**src/rtl/eoc_ctrl_pkg.sv**
```systemverilog
// ---------------------------------------------------------------------------
// eoc_ctrl_pkg
// Shared constants for the end-of-computation control register block:
//   - register offsets (decoded from addr[4:3])
//   - FSM state encodings (RUN / EXITED / WDOG)
//   - the exit word forced on watchdog expiry
//   - byte_mask(): expands 8 byte enables into a 64-bit bit mask
// ---------------------------------------------------------------------------
package eoc_ctrl_pkg;

  // Register offsets as seen on addr[4:3]
  localparam logic [1:0] REG_EXIT          = 2'd0;
  localparam logic [1:0] REG_EVENT_TRIGGER = 2'd1;
  localparam logic [1:0] REG_CYCLE_COUNT   = 2'd2;
  localparam logic [1:0] REG_STATUS        = 2'd3;

  // FSM states; EXITED and WDOG are terminal until reset
  localparam logic [1:0] STATE_RUN    = 2'd0;
  localparam logic [1:0] STATE_EXITED = 2'd1;
  localparam logic [1:0] STATE_WDOG   = 2'd2;

  // Watchdog exit: code 0xFFFF in [63:1], done bit set -> 64'h1_FFFF
  localparam logic [15:0] WDOG_EXIT_CODE = 16'hFFFF;
  localparam logic [63:0] WDOG_EXIT_WORD = {47'd0, WDOG_EXIT_CODE, 1'b1};

  function automatic logic [63:0] byte_mask(input logic [7:0] be);
    logic [63:0] mask;
    mask = '0;
    for (int b = 0; b < 8; b++) begin
      mask[b*8 +: 8] = {8{be[b]}};
    end
    return mask;
  endfunction

endpackage

```
**src/rtl/eoc_ctrl_regs.sv**
```systemverilog
// ---------------------------------------------------------------------------
// eoc_ctrl_regs
// End-of-computation control registers. Software writes EXIT to stop the
// run (bit0 = done, [63:1] = exit code); an optional watchdog forces a
// failure exit after WatchdogCycles cycles in RUN.
//
// Optional feature macro: EOC_WATCHDOG_EN
//   defined   -> watchdog counter compiled in, FSM can enter WDOG
//   undefined -> no watchdog, STATUS bit1 always reads 0
//
// Register map (addr_i[4:3]):
//   0 EXIT (RW)  1 EVENT_TRIGGER (RW)  2 CYCLE_COUNT (RO)  3 STATUS (RO)
//
// Ports:
//   clk_i            clock, all state on rising edge
//   rst_ni           asynchronous active-low reset
//   req_i            access request (always granted in the same cycle)
//   we_i             1 = write, 0 = read
//   addr_i           byte address, only bits [4:3] decoded
//   wdata_i, be_i    write data and byte enables
//   gnt_o            grant, equal to req_i
//   rvalid_o         response valid one cycle after each request
//   rdata_o          read data (0 for writes)
//   err_o            response error, qualified by rvalid_o
//   exit_o           end-of-computation word
//   event_trigger_o  software event trigger value
// ---------------------------------------------------------------------------
import eoc_ctrl_pkg::*;

module eoc_ctrl_regs #(
  parameter int unsigned AddrWidth      = 64,
  parameter logic [63:0] WatchdogCycles = 64'd10_000_000
) (
  input  logic                 clk_i,
  input  logic                 rst_ni,
  input  logic                 req_i,
  input  logic                 we_i,
  input  logic [AddrWidth-1:0] addr_i,
  input  logic [63:0]          wdata_i,
  input  logic [7:0]           be_i,
  output logic                 gnt_o,
  output logic                 rvalid_o,
  output logic [63:0]          rdata_o,
  output logic                 err_o,
  output logic [63:0]          exit_o,
  output logic [63:0]          event_trigger_o
);

  logic [1:0]  state_q;
  logic [63:0] exit_q;
  logic [63:0] event_q;
  logic [63:0] cycle_q;
  logic        rvalid_q;
  logic [63:0] rdata_q;
  logic        err_q;

  logic [1:0]  reg_sel;
  logic [63:0] wr_mask;
  logic [63:0] exit_merged;
  logic [63:0] event_merged;
  logic        in_run;
  logic        exit_wr_ok;
  logic        event_wr;
  logic        wdog_fire;
  logic [63:0] resp_rdata;
  logic        resp_err;
  logic [63:0] status_word;

  // Only addr[4:3] selects a register; the rest is folded away here
  logic addr_unused;
  assign addr_unused = ^addr_i;

  assign reg_sel      = addr_i[4:3];
  assign wr_mask      = byte_mask(be_i);
  assign exit_merged  = (exit_q & ~wr_mask) | (wdata_i & wr_mask);
  assign event_merged = (event_q & ~wr_mask) | (wdata_i & wr_mask);
  assign in_run       = (state_q == STATE_RUN);
  assign exit_wr_ok   = req_i && we_i && (reg_sel == REG_EXIT) && in_run;
  assign event_wr     = req_i && we_i && (reg_sel == REG_EVENT_TRIGGER);

  // Bit0 reports any exit (software or watchdog), bit1 only the watchdog
  assign status_word = {62'd0, (state_q == STATE_WDOG), !in_run};

  assign gnt_o = req_i;

`ifdef EOC_WATCHDOG_EN
  logic [63:0] wdog_q;

  // Counts cycles spent in RUN; it stops once the FSM leaves RUN
  always_ff @(posedge clk_i or negedge rst_ni) begin
    if (!rst_ni) begin
      wdog_q <= '0;
    end else if (in_run && (wdog_q != '1)) begin
      wdog_q <= wdog_q + 64'd1;
    end
  end

  // Fires on the edge where the counter reaches WatchdogCycles
  assign wdog_fire = in_run && ((wdog_q + 64'd1) >= WatchdogCycles);
`else
  logic [63:0] wdog_cycles_unused;
  assign wdog_cycles_unused = WatchdogCycles;
  assign wdog_fire          = 1'b0;
`endif

  // Response content for the request presented this cycle. Writes return
  // zero data; they error on read-only registers and on EXIT once the run
  // has ended. Reads never error.
  always_comb begin
    resp_rdata = '0;
    resp_err   = 1'b0;
    if (req_i) begin
      if (we_i) begin
        unique case (reg_sel)
          REG_EXIT:          resp_err = !in_run;
          REG_EVENT_TRIGGER: resp_err = 1'b0;
          default:           resp_err = 1'b1;
        endcase
      end else begin
        unique case (reg_sel)
          REG_EXIT:          resp_rdata = exit_q;
          REG_EVENT_TRIGGER: resp_rdata = event_q;
          REG_CYCLE_COUNT:   resp_rdata = cycle_q;
          default:           resp_rdata = status_word;
        endcase
      end
    end
  end

  // One-cycle response pipeline; reset drops any response in flight
  always_ff @(posedge clk_i or negedge rst_ni) begin
    if (!rst_ni) begin
      rvalid_q <= 1'b0;
      rdata_q  <= '0;
      err_q    <= 1'b0;
    end else begin
      rvalid_q <= req_i;
      rdata_q  <= resp_rdata;
      err_q    <= resp_err;
    end
  end

  // Exit FSM and EXIT register. A software exit in the same cycle as the
  // watchdog expiry wins; a non-exiting EXIT write in that cycle is
  // overridden by the watchdog word.
  always_ff @(posedge clk_i or negedge rst_ni) begin
    if (!rst_ni) begin
      state_q <= STATE_RUN;
      exit_q  <= '0;
    end else if (exit_wr_ok && exit_merged[0]) begin
      state_q <= STATE_EXITED;
      exit_q  <= exit_merged;
    end else if (wdog_fire) begin
      state_q <= STATE_WDOG;
      exit_q  <= WDOG_EXIT_WORD;
    end else if (exit_wr_ok) begin
      exit_q  <= exit_merged;
    end
  end

  // Event trigger is writable regardless of FSM state
  always_ff @(posedge clk_i or negedge rst_ni) begin
    if (!rst_ni) begin
      event_q <= '0;
    end else if (event_wr) begin
      event_q <= event_merged;
    end
  end

  // Cycle counter runs only in RUN and saturates instead of wrapping
  always_ff @(posedge clk_i or negedge rst_ni) begin
    if (!rst_ni) begin
      cycle_q <= '0;
    end else if (in_run && (cycle_q != '1)) begin
      cycle_q <= cycle_q + 64'd1;
    end
  end

  assign rvalid_o        = rvalid_q;
  assign rdata_o         = rdata_q;
  assign err_o           = err_q;
  assign exit_o          = exit_q;
  assign event_trigger_o = event_q;

endmodule

```
**config.mk**
```make
export PLATFORM = sky130hd
export DESIGN_NAME = eoc_ctrl_regs
export DESIGN_NICKNAME = d
export VERILOG_FILES = /design/src/rtl/eoc_ctrl_pkg.sv /design/src/rtl/eoc_ctrl_regs.sv
export SDC_FILE = /design/constraint.sdc
export NUM_CORES = 1
export LEC_CHECK = 0
export CELL_PAD_IN_SITES_DETAIL_PLACEMENT = 1
export CELL_PAD_IN_SITES_GLOBAL_PLACEMENT = 1
export CORE_ASPECT_RATIO = 2
export CORE_MARGIN = 4
export CORE_UTILIZATION = 49
export DETAILED_ROUTE_END_ITERATION = 16
export DONT_BUFFER_PORTS = 1
export GPL_TIMING_DRIVEN = 1
export PLACE_DENSITY = 0.76
export SLEW_MARGIN = 20
export SYNTH_ARGS = -nofsm -noshare
export SYNTH_HDL_FRONTEND = slang
export SYNTH_SLANG_ARGS = --single-unit
```
**constraint.sdc**
```tcl
create_clock -name clk_i -period 3.1 [get_ports clk_i]
set_input_delay 0.465 -clock clk_i [delete_from_list [all_inputs] [get_ports clk_i]]
set_output_delay 0.465 -clock clk_i [all_outputs]
set_load 0.05 [all_outputs]
```
==> impl_metrics.toml, run 1 <==
[run_status]
status = "finished with violations"
violations = "negative hold slack"

[grt]
grt_util_all_layers_pct = 25.8
antenna_found_initial = 0
grt-ovfl-total = 0
grt_pass1_vias = 8740
grt_max_degree = 260
grt_pass1_wl_mm = 50.7

[worst_setup_path]
cpMostUsedCell = "nor4_1"
path_delay_family = "simple AND/OR/NAND/NOR gates"
slowest_delay_ps = 570
crit_type = "reg -> reg"
crit_buf_inv = 1
cp_slowest_cell = "dfrtp_1"
startpoint_type = "register"
end_kind = "register"
crit_path_cell_trace = "nand2_1 -> nor4_1 -> and4_1 -> and3_1 -> buf_12 -> nor4_1 -> xor2_1"
required_ps = 3480
cp.arrival_ps = 3010
critPathMaxFanout = 21

[die]
start_util_pct = 50.0
die_w_um = 116
ios = 335
core_region_area_um2 = 22700
die_area_um2 = 25800
fp.dieH_um = 223
fp-row-count = 78

[clocking]
clock_path_buffers = 3
cts.sinks = 259
clock-root-buffer = "clkbuf_16"
cts_hold_buf = 1
post_cts_buffers = 0
clk_pin_slew_ps = 70
cts_tree = "yes"
numCtsBuffers = 24
postCtsResizedCells = 0
insertion_delay_ps = 540
htreeDepth = 1

[timing]
fin_crit_sh_pct = 84.7
fin_ws_ps = 473
hold_viol = 259
min_period_ps = 2630
slew_violations = 0
fin_tns_setup_ps = 0
tightest_slew_ps = 752
grt_setup_unrepaired = "false"
setup_violations = 0
finalClockSkew_ps = 26.6
hold_ws_ps = -363
clock.fmax_ghz = 0.381
relSlewSlack_pct = 49.7

[synthesis]
synth_cell_type_count = 37
synth_edf_count = 0
avgSynthCellArea_um2 = 11.7
ys_warn_count = 0
ys_async_sr_fraction_pct = 100
ys_seq_area_share_pct = 57.0
synth_nets = 1116
ys_seq_elements = 259
syn_area_um2 = 11400
syn_inst = 975
ys.flop_type = "dfrtp_1"

[pwr]
p_leak_nw = 5.73
powerDensity_nw_per_um2 = 786
ir_drop_v = 0.000522
total_power_w = 0.00986

[drt]
drc_errors = 0
first_iter_violations = 300
drt_pass1_iterations = 4
routed_via_density = 6.09
wl_per_cell_um = 26.3
vias = 7721
totalWireLength_mm = 33.4
ant_nets = 0

[layout]
antenna_cells = 0
nNetsFinal = 1114
final_cell_mix = "dfrtp_1, nor2_1, mux2_2, a21oi_1, mux2i_1"
mostFrequentLayoutCell = "dfrtp_1"
syn_to_final_growth_pct = 10.4
drive_gt1_share_pct = 19.4

[place]
place.gp.congestion = 0.833
port_buffers = 0
pre_cts_slack_ps = 544
hpwlAfterDp_mm = 23.5

[min_path]
hold_class = "in -> async"

[job]
maxCapViolations = 0
## routing by layer
metal	track usage, %	part of all wire (%)
met4	9.93	3.5
met1	25.4	32
met3	5.94	5.8
met5	0	0
met2	50.2	59
## area by class of cell
cell class,count,area (um2)
Clock inverter,10,153
Multi-Input combinational cell,670,4720
Fill cell,2340,10200
Inverter,5,18.8
Clock buffer,31,688
Sequential cell,259,6480
Tap cell,280,350
Timing Repair Buffer,13,138
## cell usage after synthesis (8+ instances only)
| library cell | count | share of area [%] |
|---|---|---|
| and3_1 | 8 | 0.44 |
| nor3_1 | 31 | 1.4 |
| nand2_1 | 42 | 1.4 |
| a21oi_1 | 64 | 2.8 |
| xor2_1 | 40 | 3.1 |
| mux2_2 | 130 | 13 |
| dfrtp_1 | 259 | 57 |
| and4_1 | 8 | 0.62 |
| nand3_1 | 32 | 1.4 |
| nand4_1 | 31 | 1.7 |
| nor4_1 | 19 | 1.0 |
| mux2i_1 | 63 | 5.6 |
| xnor2_1 | 23 | 1.8 |
| clkbuf_1 | 33 | 1.1 |
| nor2_1 | 148 | 4.9 |
## power by group
part           internal [W]  switching (W)  leakage (nW)
registers           0.00382        0.00208          3.37
clock network       0.00189        0.00127         0.415
logic              0.000483       0.000326          1.94
## cell families after synthesis
group,after synthesis,synth area share (%)
AOI/OAI and AO/OA,67,3.03
xor gates and xnor gates,63,4.86
adders and majority gates,1,0.110
buffers and inverters,46,1.59
DFF,259,57.0
muxes,194,18.6
and+or+nand+nor,345,14.7
## final timing paths
check	startpoint	end	slack, ps	cells after the start
max	cycle_q[28]	cycle_q[8]	470	7
max in group asynchronous	rst_ni	rdata_o[16]	3010	0
min in group clk_i	wdata_i[29]	register	80	1
max reg2reg	cycle_q[28]	cycle_q[8]	470	7
min reg2reg	cycle_q[27]	cycle_q[27]	530	1
min	rst_ni	rdata_o[41]	-360	0
## through the flow
step / util [%] / hold slack (ps) / std cells / instance area, um2
2_1_floorplan: - / 169 / 975 / 11400
4_1_cts: 55.2 / -384 / 1268 / 12500
3_5_place_dp: 51.4 / 180 / 1226 / 11700
3_3_place_gp: 51.4 / 180 / 1226 / 11700
5_1_grt: 55.2 / -381 / 1268 / 12500
6_report: 55.2 / -363 / 1268 / 12500
No activity file was read; power rests on OpenSTA's default activity.
==> inputs of run 2 (changes only) <==
clock period = 2.5 ns   (was 3.1 ns; I/O delays follow)
==> run 2 against run 1 <==
  * The flow still finishes with violations (negative hold slack)
  * Global-route usage grew 1.6 points
  * Maximum frequency rose by 12%
  * Via count up 7.6%
  * Hold slack got worse by 110 ps
  * Sequential power grew 23%
  * Combinational power increased by 58%
  * Critical path type unchanged
  * Largest cell class unchanged
==> impl_metrics.toml, run 2 (synthesis gave the netlist of run 1 again) <==
[run_status]
status = "finished with violations"
violations = "negative hold slack"

[timing]
fin_ws_ps = 144
min_period_ps = 2360
relSlewSlack_pct = 57.5
hold_viol = 259
hold_ws_ps = -470
setup_violations = 0
tightest_slew_ps = 638
finalClockSkew_ps = 9.06
clock.fmax_ghz = 0.424
slew_violations = 0
fin_crit_sh_pct = 94.2

[place]
port_buffers = 0
pre_cts_slack_ps = 76.7
place.gp.congestion = 0.883
hpwlAfterDp_mm = 24.4

[die]
fp-row-count = 78
fp.dieH_um = 223
die_w_um = 116
die_area_um2 = 25800
ios = 335
start_util_pct = 50.0
core_region_area_um2 = 22700

[layout]
final_cell_mix = "dfrtp_1, nor2_1, mux2_2, buf_4, dlygate4sd3_1"
syn_to_final_growth_pct = 19.8
mostFrequentLayoutCell = "dfrtp_1"
fillers = 2309
utilization_pct = 59.8
drive_gt1_share_pct = 22.9
nNetsFinal = 1234

[grt]
grt_pass1_vias = 9298
grt_max_degree = 260
grt_pass1_wl_mm = 54.2
grt_util_all_layers_pct = 27.4
antenna_found_initial = 1
grt-ovfl-total = 0

[worst_setup_path]
reg2reg_depth = 6
startpoint_type = "register"
slowest_delay_ps = 590
path_delay_family = "simple AND/OR/NAND/NOR gates"
critPathMaxFanout = 7
cp.arrival_ps = 2810
required_ps = 2960
crit_buf_inv = 0
crit_path_cell_trace = "nand4_4 -> or4_4 -> nor2_1 -> nand3b_1 -> nor4_1 -> xor2_1"
crit_type = "reg -> reg"
cp_slowest_cell = "or4_4"
timing.critical_path.depth = 6
end_kind = "register"

[clocking]
cts_tree = "yes"
cts.sinks = 259
clock_path_buffers = 3
clock-root-buffer = "clkbuf_16"
clk_pin_slew_ps = 70
insertion_delay_ps = 530
numCtsBuffers = 24
htreeDepth = 1
cts_hold_buf = 65

[drt]
ant_nets = 0
drt_pass1_iterations = 4
wl_per_cell_um = 25.6
vias = 8304
drc_errors = 0
first_iter_violations = 352
routed_via_density = 5.97
totalWireLength_mm = 35.6

[pwr]
ir_drop_v = 0.000888
powerDensity_nw_per_um2 = 920
p_leak_nw = 6.28
total_power_w = 0.0125

[min_path]
hold_class = "in -> async"

[job]
maxCapViolations = 0
## run 2: cell count changes in the layout (fill, tap and decap cells not counted), moves of 3 or more
cell | previous run | this run
buf_12 | 3 | 0
buf_4 | 9 | 68
clkinvlp_4 | 1 | 5
dlygate4sd3_1 | 1 | 65
## run 2: where the power goes
group	switching [W]	total, W	internal [W]
Clock	0.00166	0.00399	0.00233
Combinational	0.000548	0.00128	0.000731
Sequential	0.00252	0.00725	0.00473
Total	0.00472	0.0125	0.00780
## run 2: path summary, 6_finish.rpt
check / from / to / slack, ps
min in group clk_i: req_i / rdata_o[0] / 20
max in group asynchronous: rst_ni / async pin / 2580
worst max register to register: cycle_q[10] / cycle_q[50] / 140
worst min register to register: cycle_q[51] / cycle_q[51] / 520
worst min-delay path: rst_ni / rdata_o[41] / -470
worst max-delay path: cycle_q[10] / cycle_q[50] / 140
## run 2: per-layer routing
metal	vias up	wire length, um	track usage, %	share of wire, %
li1	3666	-	-	-
met1	4311	11800	27.4	33
met2	244	20700	53.5	58
met3	83	1580	4.83	4.4
met4	0	1490	11.2	4.2
met5	-	0	0	0
## run 2: layout make-up
type	instances	area [um2]	share of cell area (%)
Tap cell	280	350	2.57
Inverter	5	18.8	0.138
Clock buffer	29	671	4.93
Clock inverter	15	188	1.38
Sequential cell	259	6480	47.6
Timing Repair Buffer	133	1160	8.53
Multi-Input combinational cell	670	4740	34.8
Antenna cell	1	2.50	0.0184
## run 2: timing repair
| action | in CTS | in global routing |
|---|---|---|
| hold endpoints to repair | 386 | 259 |
| setup endpoints to repair | 0 | 9 |
| gates resized for setup | 0 | 3 |
| buffers inserted | 0 | 1 |
## run 2: per-stage QoR
step / instances / TNS [ps] / hold WS [ps] / instance area [um2]
CTS: 1390 / 0 / -481 / 13600
global placement: 1281 / 0 / 86.5 / 12100
global route: 1392 / -1.13 / -490 / 13600
floorplan: 975 / 0 / 79.4 / 11400
detailed placement: 1281 / 0 / 88.4 / 12100
finish: 1392 / 0 / -470 / 13600
==> patch: new RTL, flow settings as in run 1 <==
The option `EOC_WATCHDOG_EN` is turned on by a define.
--- a/src/rtl/eoc_ctrl_regs.sv
+++ b/src/rtl/eoc_ctrl_regs.sv
@@ -25,6 +25,8 @@
 //   exit_o           end-of-computation word
 //   event_trigger_o  software event trigger value
 // ---------------------------------------------------------------------------
+`define EOC_WATCHDOG_EN
+
 import eoc_ctrl_pkg::*;
 
 module eoc_ctrl_regs #(
Check against the original RTL: no difference found for any inputs over 4 cycles, from zero or initial values and one cycle with rst_ni low; that may be too few to reach the edited logic, so the function may still have changed.
==> patch against run 1 <==
  * The flow finishes with violations (hold timing, setup timing)
  * Setup slack got worse by 0.86 ns
  * Area after synthesis is 38% higher
  * Design area increased by 55%
  * Clock skew decreased by 0.016 ns
  * Total power rose by 21%
  * Wire length up 74%
  * Sequential cell count up 65
  * Sequential power rose by 14%
  * Critical endpoint is now exit_o[25]$_DFFE_PN0P_
  * Highest routed layer unchanged
==> patch: results (changes against run 1) <==
Status -> finished, violations left
Failing checks -> hold timing, setup timing
Mux cell area share after synthesis -> 9.17% (-9.5 points)
Initial DRC count -> 837 (+180%)
Post-synthesis compound-gate area fraction -> 7.75% (+4.7 points)
Worst reg2reg endpoint -> exit_o[25]$_DFFE_PN0P_
Area share of xor/xnor cells in the synthesized design -> 7.99% (+3.1 points)
Pwr per Cell Area -> 615 nW/um2 (-22%)
DR pass1 iterations -> 5 (+1)
Seq/Total Area, Yosys -> 51.7% (-5.4 points)
Detail Placement HPWL -> 40.8 mm (+73%)
Vias in the first global route -> 15,000 (+72%)
Leading post-synthesis cells by cell area -> dfrtp_1, xnor2_1, mux2_2
Total net switching power -> 4.33 mW (+18%)
Worst path max stage delay -> 0.41 ns (-0.16 ns)
Final WS setup -> -0.386 ns (-0.859 ns)
Fin nets -> 1,877 (+68%)
Worst reg-to-reg path cell count -> 15 (+8)
WHS -> -0.407 ns (-0.0448 ns)
Placed Cells -> 2,094 (+71%)
Pre-CTS WS -> -0.296 ns (-0.840 ns)
Clock latency on the worst-skew pair -> 0.57 ns (+0.03 ns)
Share of cells above drive strength 1 -> 25.3% (+5.9 points)
Fin cells -> 2,179 (+72%)
Avg Vias per Cell -> 6.23 (+2.4%)
Post-Syn Nets -> 1,689 (+51%)
Synth unique cells -> 64 (+73%)
Top Family by Delay on Critical Path -> compound AO/OA/AOI/OAI gates
Slew @ Worst Pin -> 1.03 ns (+0.280 ns)
Final GP Congestion -> 0.959 (+15%)
Leakage -> 8.86 nW (+55%)
Num CTS Buffers -> 29 (+21%)
Pin count of the biggest net entering global routing -> 325 (+25%)
Wire per inst -> 26.6 um (+1.0%)
PostCTS Resize Cnt -> 53 (+53)
Fin. Hold Viols -> 324 (+25%)
Clock group -> 3.91 mW (+24%)
Adder-Cell Fraction of Synth Area -> 0.160% (+0.049 points)
Worst ir drop on vdd -> 484 uV (-7.4%)
Final setup fails -> 64 (+64)
RR Startpoint -> wdog_q[7]$_DFFE_PN0P_
Flop pwr share -> 56.2% (-3.6 points)
Fill cells -> 3,422 (+46%)
Post-CTS Setup Bufs -> 14 (+14)
Cell count after synthesis -> 1,547 (+59%)
Commonest cells in the netlist -> dfrtp_1, nor2_1, nand2_1
DP Area -> 17,500 um2 (+50%)
Worst endpoint data arrival time -> 3.93 ns (+0.92 ns)
Clock Skews -> 0.0110 ns (-0.0156 ns)
-- patch: changes by cell type after synthesis, sizes merged, moves of 27 or more --
cell	delta
a31oi	+49
and3	+27
buf	+29
dfrtp	+65
mux2	-64
nand2	+142
nand3	+31
nand4	+30
nor2	+43
xnor2	+68
-- patch: layer usage --
metal / track usage, % / share of wire (%) / up-vias
met5: 0 / 0 / -
met4: 21.1 / 8.5 / 0
met3: 4.98 / 4.8 / 269
met2: 62.2 / 56 / 545
met1: 30.5 / 31 / 6916
li1: - / - / 5854
-- patch: cells by family (layout without fill, tap and decap cells) --
family,Yosys count,after routing
buffers and inverters,92,301
AOI/OAI and AO/OA,190,190
adders and majority gates,2,2
DFF,324,324
muxes,133,133
xor gates and xnor gates,143,143
and+or+nand+nor,663,663
-- patch: worst max path at each step --
stage	startpoint	endpoint	slack (ns)	cells past startpoint
global placement	wdog_q[1]$_DFFE_PN0P_	exit_o[16]$_DFFE_PN0P_	-0.26	14
finish	wdog_q[7]$_DFFE_PN0P_	exit_o[25]$_DFFE_PN0P_	-0.39	15
detailed placement	wdog_q[1]$_DFFE_PN0P_	exit_o[16]$_DFFE_PN0P_	-0.30	14
global route	wdog_q[23]$_DFFE_PN0P_	exit_o[55]$_DFFE_PN0P_	-0.61	17
CTS	wdog_q[15]$_DFFE_PN0P_	exit_o[3]$_DFFE_PN0P_	-0.21	16
floorplan	wdog_q[0]$_DFFE_PN0P_	exit_o[10]$_DFFE_PN0P_	0.01	12
-- patch: final cells by class --
cell class                 instances  area (um2)  share of cell area, %
multi-input combinational       1131        7720                   39.7
clock buffer                      41         821                   4.23
sequential                       324        8110                   41.8
tap                              423         529                   2.73
timing repair buffer             244        2030                   10.4
clock inverter                    11         193                  0.992
inverter                           5        18.8                 0.0966
